**config.mk**
```make
export PLATFORM = sky130hd
export DESIGN_NAME = key_expansion_ctrl
export DESIGN_NICKNAME = d
export VERILOG_FILES = /design/src/rtl/key_expansion_ctrl.sv
export SDC_FILE = /design/constraint.sdc
export NUM_CORES = 1
export LEC_CHECK = 0
export ABC_AREA = 1
export CORE_AREA = 3 3 205 207
export DETAILED_ROUTE_END_ITERATION = 16
export DIE_AREA = 0 0 208 210
export PLACE_DENSITY = 0.62
export SLEW_MARGIN = 20
export SYNTH_ARGS = -nofsm -noshare
export SYNTH_HDL_FRONTEND = slang
export SYNTH_SLANG_ARGS = --single-unit
```
**constraint.sdc**
```tcl
create_clock -name clk -period 1.61 [get_ports clk]
set_input_delay 0.161 -clock clk [delete_from_list [all_inputs] [get_ports clk]]
set_output_delay 0.161 -clock clk [all_outputs]
set_load 0.01 [all_outputs]
```
**src/rtl/key_expansion_ctrl.sv**
```systemverilog
// Expands one cipher key into NR_ROUNDS round keys by stepping an external
// key_schedule once per round and writing each round key to the round-key RAM.
module key_expansion_ctrl #(
  parameter int KEY_SIZE   = 128,
  parameter int BLOCK_SIZE = 64,
  parameter int NR_ROUNDS  = 32,
  parameter int ADDR_W     = 5,
  parameter int TIMEOUT    = 64
) (
  input  logic                  clk,
  input  logic                  rst_n,
  input  logic [KEY_SIZE-1:0]   key_in,
  input  logic                  key_valid,
  output logic                  key_ready,
  output logic [KEY_SIZE-1:0]   ks_key,
  output logic [BLOCK_SIZE-1:0] ks_round_ctr,
  output logic                  ks_start,
  input  logic [KEY_SIZE-1:0]   ks_out_key,
  input  logic                  ks_finished,
  output logic                  rk_wr_en,
  output logic [ADDR_W-1:0]     rk_wr_addr,
  output logic [BLOCK_SIZE-1:0] rk_wr_data,
  output logic                  busy,
  output logic                  done,
  output logic                  err,
  output logic [2:0]            dbg_state
);

  // Handshake: a key transfers on any rising clk edge where key_valid and
  // key_ready are both 1. key_ready is high only in IDLE, DONE and ERROR, so a
  // key offered during an expansion is simply not taken (it is never queued).

  typedef enum logic [2:0] {
    S_IDLE, S_EMIT0, S_START, S_WAIT_FIN, S_WRITE, S_WAIT_CLR, S_DONE, S_ERROR
  } state_t;

  localparam int TW = (TIMEOUT > 1) ? $clog2(TIMEOUT) : 1;
  localparam logic [TW-1:0]     T_LAST   = TW'(TIMEOUT - 1);
  localparam logic [ADDR_W-1:0] IDX_LAST = ADDR_W'(NR_ROUNDS - 1);
  localparam logic [ADDR_W-1:0] RUN_LAST = ADDR_W'((NR_ROUNDS > 1) ? NR_ROUNDS - 2 : 0);

  state_t                state;
  logic [KEY_SIZE-1:0]   cur_key;
  logic [ADDR_W-1:0]     idx;
  logic [TW-1:0]         timer;
  logic                  fin_q;
  logic                  accept;
  logic                  fin_rise;
  logic [ADDR_W-1:0]     idx_inc;
  logic [TW-1:0]         timer_inc;

  assign accept    = key_valid & key_ready;
  assign fin_rise  = ks_finished & ~fin_q;
  assign idx_inc   = (idx == IDX_LAST) ? idx : idx + ADDR_W'(1);
  assign timer_inc = (timer == T_LAST) ? timer : timer + TW'(1);
  assign dbg_state = state;

  // All outputs are registered: each transition loads the values that the
  // destination state presents for its whole cycle.
  always_ff @(posedge clk) begin
    if (!rst_n) begin
      state        <= S_IDLE;
      cur_key      <= '0;
      idx          <= '0;
      timer        <= '0;
      fin_q        <= 1'b0;
      key_ready    <= 1'b1;
      ks_key       <= '0;
      ks_round_ctr <= '0;
      ks_start     <= 1'b0;
      rk_wr_en     <= 1'b0;
      rk_wr_addr   <= '0;
      rk_wr_data   <= '0;
      busy         <= 1'b0;
      done         <= 1'b0;
      err          <= 1'b0;
    end else begin
      fin_q    <= ks_finished;
      rk_wr_en <= 1'b0;
      done     <= 1'b0;
      case (state)
        S_IDLE, S_DONE, S_ERROR: begin
          if (accept) begin
            state      <= S_EMIT0;
            cur_key    <= key_in;
            idx        <= '0;
            err        <= 1'b0;
            busy       <= 1'b1;
            key_ready  <= 1'b0;
            rk_wr_en   <= 1'b1;
            rk_wr_addr <= '0;
            rk_wr_data <= key_in[BLOCK_SIZE-1:0];
          end else if (state == S_DONE) begin
            state <= S_IDLE;
          end
        end
        S_EMIT0: begin
          if (NR_ROUNDS == 1) begin
            state     <= S_DONE;
            done      <= 1'b1;
            busy      <= 1'b0;
            key_ready <= 1'b1;
          end else begin
            state <= S_START;
          end
        end
        S_START: begin
          ks_key       <= cur_key;
          ks_round_ctr <= BLOCK_SIZE'(idx);
          ks_start     <= 1'b1;
          timer        <= '0;
          state        <= S_WAIT_FIN;
        end
        S_WAIT_FIN: begin
          // Only a fresh 0->1 of finished counts; a level left over from the
          // previous run (or held high across START) is ignored.
          if (fin_rise) begin
            cur_key    <= ks_out_key;
            ks_start   <= 1'b0;
            rk_wr_en   <= 1'b1;
            rk_wr_addr <= idx + ADDR_W'(1);
            rk_wr_data <= ks_out_key[BLOCK_SIZE-1:0];
            state      <= S_WRITE;
          end else if (timer == T_LAST) begin
            ks_start  <= 1'b0;
            err       <= 1'b1;
            busy      <= 1'b0;
            key_ready <= 1'b1;
            state     <= S_ERROR;
          end else begin
            timer <= timer_inc;
          end
        end
        S_WRITE: begin
          idx <= idx_inc;
          if (idx == RUN_LAST) begin
            state     <= S_DONE;
            done      <= 1'b1;
            busy      <= 1'b0;
            key_ready <= 1'b1;
          end else begin
            timer <= '0;
            state <= S_WAIT_CLR;
          end
        end
        S_WAIT_CLR: begin
          if (!ks_finished) begin
            state <= S_START;
          end else if (timer == T_LAST) begin
            err       <= 1'b1;
            busy      <= 1'b0;
            key_ready <= 1'b1;
            state     <= S_ERROR;
          end else begin
            timer <= timer_inc;
          end
        end
        default: state <= S_IDLE;
      endcase
    end
  end

endmodule
```
-- Yosys cells after proc, flatten, opt, wreduce, memory -nomap -nowiden
Cells that the tools add are included.
- register bits: 351
- output and inout port bits: 270
- word-level logic and storage cells: 100
- $add $sub $neg: 2
- equal/unequal tests: 19
- multiplexer cells: 46
- bitwise operators: 3
- reduce and logical (&&, ||, !) cells: 15
- operators with widths (cell ; number):
    $mux 128 ; 2
    $pmux 128 s2 ; 1
    $mux 64 ; 2
    $pmux 64 s2 ; 1
    $mux 6 ; 4
    $pmux 6 s4 ; 1
    $pmux 5 s2 ; 2
    $mux 1 ; 18
    $pmux 3 s6 ; 1
    $mux 3 ; 5
    $mux 5 ; 3
    $ne 2x2->1 const B ; 7
    $eq 3x3->1 const B ; 4
    $eq 5x5->1 const B ; 2
    $pmux 1 s4 ; 2
    $reduce_and 4->1 ; 2
    $reduce_bool 4->1 ; 2
    $add 6x1->6 const B ; 1
    $eq 3x2->1 const B ; 2
    $eq 6x6->1 const B ; 1
    $ne 3x3->1 const B ; 2
    $reduce_and 3->1 ; 2
    $reduce_bool 2->1 ; 3
    $add 5x1->5 const B ; 1
    other kinds (11) ; 14

-- Longest topological paths before layout
Gate-level depths: netlist of the first run.
- word-level depth: 4
- depth in mapped cells: 11
- mapped depth without buffers: 10

-- Worst setup path after synthesis of the first run
Ideal clock, no wire load.
- kind: register -> register
- start: reg state[1], in the netlist dbg_state[1]
- end: reg cur_key[113]
- arrival time: 1436 ps
- data required time: 1494 ps
- setup slack: 58 ps
- stages on the path, launching flop included: 11
- clock period less this slack: 1552 ps
- path through: dfxtp_1 -> buf_6 -> nand2_2 -> nor2_4 -> nand2_2 -> nand2_4 -> inv_4 -> buf_6 -> buf_4 -> nor2_1 -> nor2_1
- longest elaborated chain between the ends: 4
- elaborated cells between the ends (all ways): 10
- ends and longest elaborated chain (item ; line ; text):
    start, declared ; 42 ; state_t state;
    start signal, assigned ; 62 ; state <= S_IDLE;
    start signal, assigned ; 84 ; state <= S_EMIT0;
    start signal, assigned ; 94 ; state <= S_IDLE;
    $eq 3x3->1 / $logic_not 3->1 (equally long branches) ; 81 ; case (state)
    $reduce_or 3->1 ; 81 ;
    $ne 2x2->1 (no line) / $reduce_bool 2->1 (equally long branches) ; -- ;
    $reduce_and 3->1 (no line) ; -- ;
    end signal, assigned ; 85 ; cur_key <= key_in;
    end signal, assigned ; 118 ; cur_key <= ks_out_key;
    end, declared ; 43 ; logic [KEY_SIZE-1:0] cur_key;
Parallel ways exist; a longest one is shown, timed or not.
A chain may end at the register's enable or synchronous reset.

-- Final worst setup path of the first run
- start: reg state[1], in the netlist dbg_state[1]
- end: reg rk_wr_data[24]
- longest elaborated chain between the ends: 4
- elaborated cells between the ends (all ways): 10
- ends and longest elaborated chain (item ; line ; text):
    $eq 3x3->1 / $logic_not 3->1 (equally long branches) ; 81 ;
    $reduce_or 3->1 ; 81 ;
    $ne 2x2->1 (no line) / $reduce_bool 2->1 (equally long branches) ; -- ;
    $reduce_and 3->1 (no line) ; -- ;
    end signal, assigned ; 92 ; rk_wr_data <= key_in[BLOCK_SIZE-1:0];
    end signal, assigned ; 122 ; rk_wr_data <= ks_out_key[BLOCK_SIZE-1:0];
    end, declared ; 22 ; output logic [BLOCK_SIZE-1:0] rk_wr_data,
Parallel ways exist; a longest one is shown, timed or not.

==> results of run 1 <==
[sequential cells by signal, summed over array words and instances, names as in the netlist]
| signal | flops |
|---|---|
| rk_wr_data | 63 |
| timer | 6 |
| dbg_state | 3 |
| busy | 1 |
| key_ready | 1 |
| rk_wr_addr | 5 |
| cur_key | 65 |
| fin_q | 1 |
| ks_round_ctr | 5 |
| rk_wr_en | 1 |
| idx | 5 |
| err | 1 |
| done | 1 |
| ks_start | 1 |
| ks_key | 128 |
[stage by stage]
step	area [µm²]	hold slack [ps]	instances
after detailed placement	17720	447.1	2753
after floorplan	13070	254.5	1930
final	18730	278.7	2817
after global placement	17720	441.7	2753
after CTS	18590	252.9	2811
after global routing	18730	280.7	2817
[cells by family (layout without fill, tap and decap cells)]
logic type / Yosys count / after routing / synth area share [%]
buffers and inverters: 266 / 620 / 12.59
flip-flops: 287 / 287 / 44.70
AO/OA/AOI/OAI: 298 / 298 / 11.69
adder cells (fa/ha/maj): 4 / 4 / 0.3893
AND/OR/NAND/NOR: 1013 / 1013 / 30.40
XOR/XNOR: 3 / 3 / 0.2044
other: 1 / 60 / 0.02917
[report_power, final]
| part | switching, mW | total [mW] | internal (mW) |
|---|---|---|---|
| clock | 2.93 | 7.59 | 4.66 |
| combinational | 5.85 | 9.96 | 4.11 |
| sequential | 1.05 | 9.89 | 8.84 |
[placed cells by master (no fill, tap or decap), types with 2 or more instances in the layout]
cell	instances
sky130_fd_sc_hd__nand3_4	3
sky130_fd_sc_hd__dfxtp_2	2
sky130_fd_sc_hd__nand2_4	3
sky130_fd_sc_hd__nor2_2	3
sky130_fd_sc_hd__clkbuf_1	5
sky130_fd_sc_hd__nand3_1	15
sky130_fd_sc_hd__dfxtp_1	282
sky130_fd_sc_hd__buf_12	23
sky130_fd_sc_hd__inv_1	18
sky130_fd_sc_hd__buf_16	3
sky130_fd_sc_hd__nand2_2	4
sky130_fd_sc_hd__clkdlybuf4s50_1	258
sky130_fd_sc_hd__ha_1	4
sky130_fd_sc_hd__dlygate4sd2_1	210
sky130_fd_sc_hd__nand3b_1	2
sky130_fd_sc_hd__bufinv_16	4
sky130_fd_sc_hd__clkbuf_8	11
sky130_fd_sc_hd__nand4_1	3
sky130_fd_sc_hd__clkinv_2	5
sky130_fd_sc_hd__a21oi_1	146
sky130_fd_sc_hd__o21ai_0	135
sky130_fd_sc_hd__buf_6	2
sky130_fd_sc_hd__inv_2	3
sky130_fd_sc_hd__o21ai_1	12
sky130_fd_sc_hd__buf_4	40
sky130_fd_sc_hd__clkbuf_16	32
sky130_fd_sc_hd__xor2_1	2
sky130_fd_sc_hd__inv_4	2
sky130_fd_sc_hd__nor2_4	5
sky130_fd_sc_hd__dfxtp_4	3
sky130_fd_sc_hd__nand2_1	690
sky130_fd_sc_hd__conb_1	59
sky130_fd_sc_hd__nor2_1	283
[final cells by class]
| class | instances | area [µm²] | area share [%] |
|---|---|---|---|
| Tap cell | 532 | 665.6 | 3.554 |
| Antenna cell | 1 | 2.502 | 0.01336 |
| Inverter | 24 | 107.6 | 0.5745 |
| Multi-Input combinational cell | 1377 | 5763 | 30.77 |
| Timing Repair Buffer | 539 | 5333 | 28.47 |
| Clock buffer | 47 | 945.9 | 5.050 |
| Sequential cell | 287 | 5759 | 30.75 |
| Clock inverter | 10 | 152.6 | 0.8150 |
[routing by layer]
layer  GRT usage (%)  vias to the layer above  routed length (µm)
li1                -                     6462                   -
met1           23.63                     5849               18530
met2           32.22                      392               21400
met3           3.914                       44                2787
met4           4.673                        0                 850
met5               0                        -                   0
[what timing repair did]
action | CTS | global route
endpoints found under the setup margin | 431 | 138
pin swaps | 1 | 5
resized for setup | 219 | 23
gates cloned | 0 | 1
setup buffers | 0 | 4
hold endpoints to repair | 17 | 0
hold buffers | 1 | 0
[path summary, 6_finish.rpt]
kind | startpoint | to | slack, ps | cells past startpoint
worst max-delay path | dbg_state[1]$_SDFFE_PN0P_ | rk_wr_data[24]$_SDFFE_PN0P_ | 30 | 9
worst min-delay path | ks_out_key[38] | rk_wr_data[38]$_SDFFE_PN0P_ | 280 | 5
worst max register to register | dbg_state[1]$_SDFFE_PN0P_ | rk_wr_data[24]$_SDFFE_PN0P_ | 30 | 9
worst min register to register | cur_key[116]$_SDFFE_PN0P_ | ks_key[116]$_SDFFE_PN0P_ | 450 | 2
[worst register-to-register path: stages, from the launching register on]
cell and delay, ps:
sky130_fd_sc_hd__dfxtp_4 410, sky130_fd_sc_hd__nand2_2 90, sky130_fd_sc_hd__nor2_4 170, sky130_fd_sc_hd__buf_4 150
sky130_fd_sc_hd__buf_12 140, sky130_fd_sc_hd__buf_16 180, sky130_fd_sc_hd__nand2_1 90, sky130_fd_sc_hd__nand2_1 80
sky130_fd_sc_hd__nor2_1 60, sky130_fd_sc_hd__nor2_1 130
==> results.py, run 1 <==
metrics = {
    "outcome": {
        "outcome": "finished clean",
    },
    "critical_path": {
        "timing.critical_path.cells": "nand2_2 -> nor2_4 -> buf_4 -> buf_12 -> buf_16 -> nand2_1 -> nand2_1 -> nor2_1 -> nor2_1",
        "critPathLaunchType": "register",
        "critical_path_s_largest_stage_delay_ps": 410,
        "timing.critical_path.arrival_ps": 2060,
        "critical_path_peak_fanout": 27,
        "path_delay_family": "simple AND/OR/NAND/NOR gates",
        "cp.required_ps": 2100,
        "worst-setup-path-type": "register to register",
        "worst_setup_path_end_kind": "register",
        "slowest_stage": "sky130_fd_sc_hd__dfxtp_4",
        "crit_buf_inv": 3,
    },
    "place": {
        "placement.io_buffers": 470,
        "place.detailed.hpwl_um": 31250,
        "gpl.final_weighted_congestion": 0.8374,
        "dp_slack_ps": -150.5,
    },
    "clock_tree": {
        "ctsHtreeMaxLevel": 1,
        "ctsLongestPathBuffers": 3,
        "cts_tree": "yes",
        "tritoncts_num_sinks": 287,
        "clock_tree.root_cell": "sky130_fd_sc_hd__clkbuf_16",
        "cts_inserted_buffers": 31,
        "cts.clk_slew.worst_paths_ps": 60,
        "clk_latency_ps": 560,
    },
    "timing": {
        "clock.fmax_mhz": 634.8,
        "setup_slack_ps": 34.74,
        "grt_setup_unrepaired": "true",
        "hold_viol": 0,
        "final_period_minus_worst_setup_slack_ps": 1575,
        "setup_viol": 0,
        "fin_worst_skew_ps": 18.12,
        "fin_setup_tns_ps": 0,
        "post_route_clock_period_utilization_pct": 97.84,
        "finalMaxSlewViolations": 0,
    },
    "die": {
        "die-area_um2": 43680,
        "dieHeight_um": 210,
        "io_pins": 530,
        "floorplan.core_area_um2": 40550,
        "row_count": 74,
        "initial_core_util_pct": 31.70,
        "chipWidth_um": 208,
    },
    "drt": {
        "detail_route.vias_per_cell": 4.525,
        "route.detailed.wl_per_inst_um": 15.46,
        "drt-total-wl_um": 43560,
        "ant_nets_after_route": 0,
        "dr.first_iter.drc_count": 674,
        "routed-via-count": 12750,
        "route.detailed.drc": 0,
        "firstDrtPassIters": 5,
    },
    "global_route": {
        "grt.overflow.total": 0,
        "track_usage_pct": 18.54,
        "global_route_wire_length_before_repair_um": 67050,
        "via_count_of_the_first_global_routing_pass": 12170,
        "antenna_found_initial": 1,
        "grt_start_max_net_pins": 71,
    },
    "layout": {
        "n_fill_cell": 4158,
        "num-nets-final": 2524,
        "syn2layout_area_growth_pct": 45.70,
        "final_layout_size_suffix_gt1_share_pct": 6.611,
        "post-route-util_pct": 46.18,
    },
    "synthesis": {
        "ys_dominant_reg_cell": "sky130_fd_sc_hd__dfxtp_1",
        "synth.top_cells.by_area": "sky130_fd_sc_hd__dfxtp_1, sky130_fd_sc_hd__nand2_1, sky130_fd_sc_hd__nor2_1",
        "syn-cell-area_um2": 12850,
        "netlist-cell-type-count": 33,
        "postSynth.asyncResetShare_pct": 0,
        "synth_enable_flop_cells": 0,
        "synth_top_cells_by_count": "sky130_fd_sc_hd__nand2_1, sky130_fd_sc_hd__dfxtp_1, sky130_fd_sc_hd__nor2_1",
        "syn-instance-count": 1872,
        "avgSynthCellArea_um2": 6.867,
        "yosys_register_bits": 287,
        "yosysWarningCount": 0,
        "synth.most_common_cell": "sky130_fd_sc_hd__nand2_1",
        "synthDominantAreaCellType": "sky130_fd_sc_hd__dfxtp_1",
        "synth_sequential_area_ratio_pct": 44.70,
        "yosys.area.top_type_share_pct": 44.70,
    },
    "pwr": {
        "leakage_power_total_nw": 8.766,
        "power_per_cell_area_nw_per_um2": 1465,
        "vdd_ir_drop_max_v": 0.0008293,
        "finalPower_mw": 27.43,
    },
    "worst_hold_path": {
        "holdCritPathClass": "input port to register",
    },
    "flow_run": {
        "cap_viol_max_count": 0,
    },
}
Note: power is estimated with default switching activity, not from simulation.
==> run 2, diff against run 1 <==
--- a/config.mk
+++ b/config.mk
@@ -6,11 +6,15 @@
 export NUM_CORES = 1
 export LEC_CHECK = 0
 export ABC_AREA = 1
-export CORE_AREA = 3 3 205 207
+export CELL_PAD_IN_SITES_DETAIL_PLACEMENT = 1
+export CELL_PAD_IN_SITES_GLOBAL_PLACEMENT = 1
+export CORE_ASPECT_RATIO = 1.2
+export CORE_MARGIN = 3
+export CORE_UTILIZATION = 29
 export DETAILED_ROUTE_END_ITERATION = 16
-export DIE_AREA = 0 0 208 210
-export PLACE_DENSITY = 0.62
+export PLACE_DENSITY = 0.8
 export SLEW_MARGIN = 20
 export SYNTH_ARGS = -nofsm -noshare
 export SYNTH_HDL_FRONTEND = slang
 export SYNTH_SLANG_ARGS = --single-unit
+export TNS_END_PERCENT = 100
==> run 2 against run 1 <==
Effect of this change: non-clock buffer count up 26; worst hold slack worse by 3.2 ps; flip-flop and latch count unchanged; fmax down 2.8%; core utilization down 1.7 points; largest power group unchanged; the run now ends with negative setup slack left; global-route usage up 2.4 points; clock-buffer cell count down 1; highest routed layer is now met5; critical path type unchanged; die area up 7.4%; clock power down 11%; sequential share of layout area down 0.86 points.
==> results.py, run 2 (same netlist as run 1, synthesis figures left out) <==
metrics = {
    "drt": {
        "detail_route.vias_per_cell": 4.745,
        "drt-total-wl_um": 56110,
        "route.detailed.wl_per_inst_um": 19.63,
        "ant_nets_after_route": 0,
        "routed-via-count": 13560,
        "route.detailed.drc": 0,
        "dr.first_iter.drc_count": 413,
        "firstDrtPassIters": 4,
    },
    "layout": {
        "number_of_flip_flops_under_the_largest_register_name": 128,
        "storage_element_area_um2": 5759,
        "n_fill_cell": 5367,
        "largestRegisters": "ks_key (128), cur_key (65), rk_wr_data (63)",
        "final_layout_size_suffix_gt1_share_pct": 8.630,
        "num-nets-final": 2550,
        "largest-register": "ks_key",
        "mostFrequentLayoutCell": "sky130_fd_sc_hd__nand2_1",
        "syn2layout_area_growth_pct": 49.87,
        "antennaDiodeCount": 0,
        "finish.cell_count_without_fillers": 2858,
        "final_cell_area_um2": 19270,
        "mostFrequentLayoutCells": "sky130_fd_sc_hd__nand2_1, sky130_fd_sc_hd__dfxtp_1, sky130_fd_sc_hd__nor2_1",
        "multi_input_area_um2": 5863,
    },
    "die": {
        "initial_core_util_pct": 29.68,
        "die-area_um2": 46900,
        "io_pins": 530,
        "chipWidth_um": 198.2,
        "floorplan.core_area_um2": 43310,
        "dieHeight_um": 236.6,
        "row_count": 83,
    },
    "pwr": {
        "seq_power_share_pct": 34.7,
        "vdd_ir_drop_max_v": 0.0008307,
        "p_int_mw": 17.66,
        "clock_power_share_pct": 23.4,
        "power.net_switching_mw": 11.12,
        "leakage_power_total_nw": 8.960,
        "power.share.combinational_pct": 41.9,
        "finalPower_mw": 28.78,
        "swShare_pct": 38.63,
        "power_per_cell_area_nw_per_um2": 1494,
    },
    "outcome": {
        "outcome": "finished, violations left",
        "violations": "negative setup slack",
    },
    "critical_path": {
        "worst-setup-path-type": "register to register",
        "slowest_stage": "sky130_fd_sc_hd__dfxtp_4",
        "critical_path_peak_fanout": 7,
        "timing.critical_path.arrival_ps": 2080,
        "timing.reg2reg.setup_slack_ps": -10,
        "worst_setup_path_end_kind": "register",
        "critPathLaunchType": "register",
        "regToRegEndpoint": "timer[1]$_SDFFE_PN0P_",
        "regToRegStartpoint": "dbg_state[1]$_SDFFE_PN0P_",
        "timing.reg2reg.worst_path_depth": 10,
        "timing.critical_path.cells": "buf_6 -> inv_1 -> nand3_1 -> nand2_1 -> nand2_1 -> nand2_2 -> nor2_4 -> nand2_1 -> nand2_1 -> nor2_1",
        "cp.required_ps": 2070,
        "critPathMostFrequentCell": "sky130_fd_sc_hd__nand2_1",
        "critical_path_s_largest_stage_delay_ps": 410,
    },
    "clock_tree": {
        "clock_tree.root_cell": "sky130_fd_sc_hd__clkbuf_16",
        "clk_latency_ps": 570,
        "ctsLongestPathBuffers": 3,
        "tritoncts_num_sinks": 287,
        "cts.clk_slew.worst_paths_ps": 60,
        "ctsHtreeMaxLevel": 1,
        "cts_tree": "yes",
        "cts_inserted_buffers": 31,
    },
    "place": {
        "placement.cell_area_um2": 17650,
        "dp_cells": 2768,
        "place.detailed.hpwl_um": 35780,
        "gpl.final_weighted_congestion": 0.8209,
        "placement.io_buffers": 470,
    },
    "worst_hold_path": {
        "worstHoldPathCells": 5,
        "timing.hold.worst.start": "ks_out_key[105]",
        "hold-path-endpoint": "cur_key[105]$_SDFFE_PN0P_",
        "holdCritPathClass": "input port to register",
    },
    "timing": {
        "hold_slack_ps": 275.5,
        "setup_viol": 1,
        "setup_slack_ps": -10.42,
        "finalMaxSlewViolations": 0,
        "final_period_minus_worst_setup_slack_ps": 1620,
        "fin_worst_skew_ps": 15.35,
        "hold_viol": 0,
        "clock.fmax_mhz": 617.1,
        "post_route_clock_period_utilization_pct": 100.6,
        "grt_setup_unrepaired": "true",
    },
    "global_route": {
        "grt.overflow.total": 0,
        "track_usage_pct": 20.96,
        "via_count_of_the_first_global_routing_pass": 14150,
        "grt_start_max_net_pins": 77,
        "antenna_found_initial": 1,
        "global_route_wire_length_before_repair_um": 78680,
    },
    "flow_run": {
        "cap_viol_max_count": 0,
    },
}
## run 2: cell types whose count changed in the layout (fill, tap and decap cells not counted), moves of 4 or more
cell                        change
sky130_fd_sc_hd__nor2_1        -13
sky130_fd_sc_hd__nor2_2        +11
sky130_fd_sc_hd__buf_12         -4
sky130_fd_sc_hd__o21ai_0       -40
sky130_fd_sc_hd__clkbuf_8       -4
sky130_fd_sc_hd__buf_16         +5
sky130_fd_sc_hd__o21ai_1       +31
sky130_fd_sc_hd__bufinv_16      -4
sky130_fd_sc_hd__clkbuf_16     +13
sky130_fd_sc_hd__buf_6          +7
sky130_fd_sc_hd__o21ai_2        +8
## run 2: power by group through the flow
stage               sequential [mW]  clock [mW]  combinational, mW
finish                         9.98        6.75               12.0
global route                   10.2        7.22               13.1
CTS                            9.91        6.94               10.8
detailed placement             10.0           0               10.6
global placement               9.97           0               10.2
floorplan                      9.92           0               6.19
## run 2: metal layers
layer  GRT usage (%)  share of wire [%]  vias to the layer above  wire length, µm
li1                -                  -                     6524                -
met1           23.21                 39                     6518            21660
met2           39.79                 52                      416            29150
met3           4.027                6.1                      101             3402
met4           6.651                3.4                        2             1884
met5               0              0.023                        -               13
## run 2: what timing repair did
| action | CTS | global route |
|---|---|---|
| hold buffers | 1 | 0 |
| setup buffers | 5 | 10 |
| cloned | 6 | 17 |
| gates resized for setup | 243 | 92 |
| endpoints found under the hold margin | 9 | 0 |
| pin swaps | 4 | 22 |
| setup endpoints to repair | 387 | 210 |
## run 2: layout make-up
cell class,count,share of cell area (%)
clock buffer,46,4.682
clock inverter,7,0.2208
inverter,24,0.6235
multi-input combinational,1377,30.43
sequential,287,29.89
tap,552,3.585
timing repair buffer,565,30.56
## run 2: worst max-delay path by stage
stage | from | slack, ps | end | cells after the start
after floorplan | dbg_state[1]$_SDFFE_PN0P_ | 60 | cur_key[113]$_SDFFE_PN0P_ | 10
after global placement | ks_finished | -120 | rk_wr_data[12]$_SDFFE_PN0P_ | 9
after detailed placement | ks_finished | -190 | rk_wr_data[49]$_SDFFE_PN0P_ | 8
after CTS | dbg_state[0]$_SDFFE_PN0P_ | -10 | ks_key[124]$_SDFFE_PN0P_ | 7
after global routing | dbg_state[1]$_SDFFE_PN0P_ | -130 | timer[2]$_SDFFE_PN0P_ | 9
final | dbg_state[1]$_SDFFE_PN0P_ | -10 | timer[1]$_SDFFE_PN0P_ | 10
## run 2: critical path, delay by kind of cell (launching register included)
family	cells	cell delay, ps
flip-flops	1	410
buffers and inverters	2	200
AND/OR/NAND/NOR	8	890
## run 2: stage by stage
step / util (%) / worst slack [ps] / TNS, ps
floorplan: - / 58.29 / 0
global placement: 40.75 / -118.6 / -7856
detailed placement: 40.75 / -185.6 / -15650
CTS: 43.10 / -10.21 / -13.86
global route: 44.49 / -132.3 / -2796
finish: 44.49 / -10.42 / -10.42
==> run 3, diff against run 2 <==
--- a/config.mk
+++ b/config.mk
@@ -13,7 +13,6 @@
 export CORE_UTILIZATION = 29
 export DETAILED_ROUTE_END_ITERATION = 16
 export PLACE_DENSITY = 0.8
-export SLEW_MARGIN = 20
 export SYNTH_ARGS = -nofsm -noshare
 export SYNTH_HDL_FRONTEND = slang
 export SYNTH_SLANG_ARGS = --single-unit
==> constraint.sdc (replaced) <==
create_clock -name clk -period 1.61 [get_ports clk]
set_input_delay 0.161 -clock clk [delete_from_list [all_inputs] [get_ports clk]]
set_output_delay 0.161 -clock clk [all_outputs]
set_load 0.02 [all_outputs]
==> run 3 against run 2 <==
Effect of this change: the flow still finishes with violations (negative setup slack); power is 0.32% higher; core utilization is 1.0 points lower; critical endpoint is now cur_key[87]$_SDFFE_PN0P_; final cell count is 0.73% lower; wire length is 6.9% lower; fmax is 1.5% lower; final area is 2.3% lower; critical path depth is 2 lower; largest power group unchanged.
==> results.py, run 3 (same netlist as run 1, synthesis figures left out) <==
metrics = {
    "outcome": {
        "outcome": "finished, violations left",
        "violations": "negative setup slack",
    },
    "pwr": {
        "power_per_cell_area_nw_per_um2": 1534,
        "leakage_power_total_nw": 8.780,
        "vdd_ir_drop_max_v": 0.0009317,
    },
    "timing": {
        "maxSlewHeadroom_pct": 66.28,
        "final_period_minus_worst_setup_slack_ps": 1645,
        "fin_worst_skew_ps": 18.63,
        "setup_slack_ps": -35.41,
        "finalMaxSlewViolations": 0,
        "grt_setup_unrepaired": "true",
        "setup_viol": 2,
        "timing_worst_slew_pin_value_ps": 505.8,
        "hold_viol": 0,
        "clock.fmax_mhz": 607.8,
        "post_route_clock_period_utilization_pct": 102.2,
    },
    "layout": {
        "n_fill_cell": 5383,
        "final_cell_area_um2": 18830,
        "largestRegisters": "ks_key (128), cur_key (65), rk_wr_data (63)",
        "mostFrequentLayoutCell": "sky130_fd_sc_hd__nand2_1",
        "syn2layout_area_growth_pct": 46.45,
        "number_of_flip_flops_under_the_largest_register_name": 128,
        "largest-register": "ks_key",
        "multi_input_area_um2": 5794,
        "storage_element_area_um2": 5757,
        "num-nets-final": 2527,
        "mostFrequentLayoutCells": "sky130_fd_sc_hd__nand2_1, sky130_fd_sc_hd__dfxtp_1, sky130_fd_sc_hd__nor2_1",
        "antennaDiodeCount": 0,
        "final_layout_size_suffix_gt1_share_pct": 7.090,
        "finish.cell_count_without_fillers": 2837,
    },
    "critical_path": {
        "regToRegEndpoint": "cur_key[87]$_SDFFE_PN0P_",
        "critical_path_peak_fanout": 20,
        "worst-setup-path-type": "register to register",
        "cp.required_ps": 2050,
        "timing.reg2reg.setup_slack_ps": -40,
        "worst_setup_path_end_kind": "register",
        "timing.reg2reg.worst_path_depth": 8,
        "critPathLaunchType": "register",
        "timing.critical_path.arrival_ps": 2080,
        "regToRegStartpoint": "dbg_state[1]$_SDFFE_PN0P_",
    },
    "clock_tree": {
        "clock_tree.root_cell": "sky130_fd_sc_hd__clkbuf_16",
        "ctsLongestPathBuffers": 3,
        "cts.clk_slew.worst_paths_ps": 60,
        "tritoncts_num_sinks": 287,
        "ctsHtreeMaxLevel": 1,
        "cts_tree": "yes",
        "cts_inserted_buffers": 31,
        "clk_latency_ps": 570,
    },
    "die": {
        "io_pins": 530,
        "chipWidth_um": 198.2,
        "die-area_um2": 46900,
        "floorplan.core_area_um2": 43310,
        "row_count": 83,
        "dieHeight_um": 236.6,
        "initial_core_util_pct": 29.68,
    },
    "place": {
        "place.detailed.hpwl_um": 35670,
        "dp_slack_ps": -138.1,
        "placement.io_buffers": 470,
        "gpl.final_weighted_congestion": 0.8182,
        "dp_cells": 2766,
        "placement.cell_area_um2": 17610,
    },
    "drt": {
        "routed.top_layer": "met4",
        "detail_route.vias_per_cell": 4.689,
        "wl_met3_um": 3331,
        "route.detailed.wl_per_inst_um": 18.42,
        "routed-via-count": 13300,
        "drt-total-wl_um": 52260,
        "met2_length_um": 26630,
        "route.detailed.drc": 0,
        "dr.first_iter.drc_count": 446,
        "ant_nets_after_route": 0,
        "firstDrtPassIters": 4,
        "met1_length_um": 20460,
    },
    "worst_hold_path": {
        "holdCritPathClass": "input port to register",
        "hold-path-endpoint": "fin_q$_SDFF_PN0_",
        "worstHoldPathCells": 4,
        "timing.hold.worst.start": "ks_finished",
    },
    "flow_run": {
        "cap_viol_max_count": 0,
    },
    "global_route": {
        "grt_start_max_net_pins": 78,
        "antenna_found_initial": 0,
        "global_route_wire_length_before_repair_um": 75490,
        "via_count_of_the_first_global_routing_pass": 13710,
        "grt.overflow.total": 0,
        "track_usage_pct": 20.09,
    },
}
## run 3: per-stage QoR
stage                     setup TNS [ps]  hold slack (ps)  util (%)  total power [mW]
after floorplan                        0            254.5         -             16.98
after global placement             -1466            444.3     40.67             21.09
after detailed placement           -5661            453.0     40.67             21.48
after CTS                              0            248.2     42.82             28.52
after global routing              -805.8            281.3     43.47             30.61
final                             -69.30            271.6     43.47             28.87
## run 3: power breakdown
part           switching, mW  total (mW)  internal, mW
Clock                   2.97        7.43          4.45
Sequential              1.12        9.95          8.84
Combinational           7.27        11.5          4.22
Total                   11.4        28.9          17.5
## run 3: final cells by class
cell class | instances | share of cell area [%]
Multi-Input combinational cell | 1377 | 30.78
Timing Repair Buffer | 542 | 28.81
Inverter | 24 | 0.5184
Clock inverter | 9 | 0.6912
Clock buffer | 46 | 4.951
Sequential cell | 287 | 30.58
Tap cell | 552 | 3.669
## run 3: layer usage
layer / vias up / global-route usage (%)
met4: 0 / 7.337
met5: - / 0
met1: 6333 / 23.26
met2: 416 / 36.73
li1: 6462 / -
met3: 93 / 3.487
## run 3: worst max-delay path: stages (launching register included)
cell and delay, ps:
sky130_fd_sc_hd__dfxtp_4 400, sky130_fd_sc_hd__buf_4 170, sky130_fd_sc_hd__nand3_4 120, sky130_fd_sc_hd__buf_4 170, sky130_fd_sc_hd__buf_16 150, sky130_fd_sc_hd__nand2_1 80
sky130_fd_sc_hd__nand2_1 110, sky130_fd_sc_hd__nor2_1 190, sky130_fd_sc_hd__nor2_1 80
## run 3: how the worst max path moves through the flow
stage / startpoint / endpoint / slack, ps / cells after the start
floorplan: dbg_state[2]$_SDFFE_PN0P_ / cur_key[75]$_SDFFE_PN0P_ / 0.3 / 10
global placement: ks_finished / timer[5]$_SDFFE_PN0P_ / -60 / 9
detailed placement: dbg_state[0]$_SDFFE_PN0P_ / rk_wr_data[24]$_SDFFE_PN0P_ / -140 / 7
CTS: dbg_state[0]$_SDFFE_PN0P_ / rk_wr_data[9]$_SDFFE_PN0P_ / 1 / 8
global route: dbg_state[1]$_SDFFE_PN0P_ / dbg_state[1]$_SDFFE_PN0P_ / -120 / 9
finish: dbg_state[1]$_SDFFE_PN0P_ / cur_key[87]$_SDFFE_PN0P_ / -40 / 8
## run 3: what timing repair did
action,in CTS,in global routing
pin swaps,2,8
hold buffers,1,0
cloned,2,6
buffers inserted,2,5
endpoints found under the setup margin,366,172
gates resized for setup,226,33
endpoints found under the hold margin,6,0
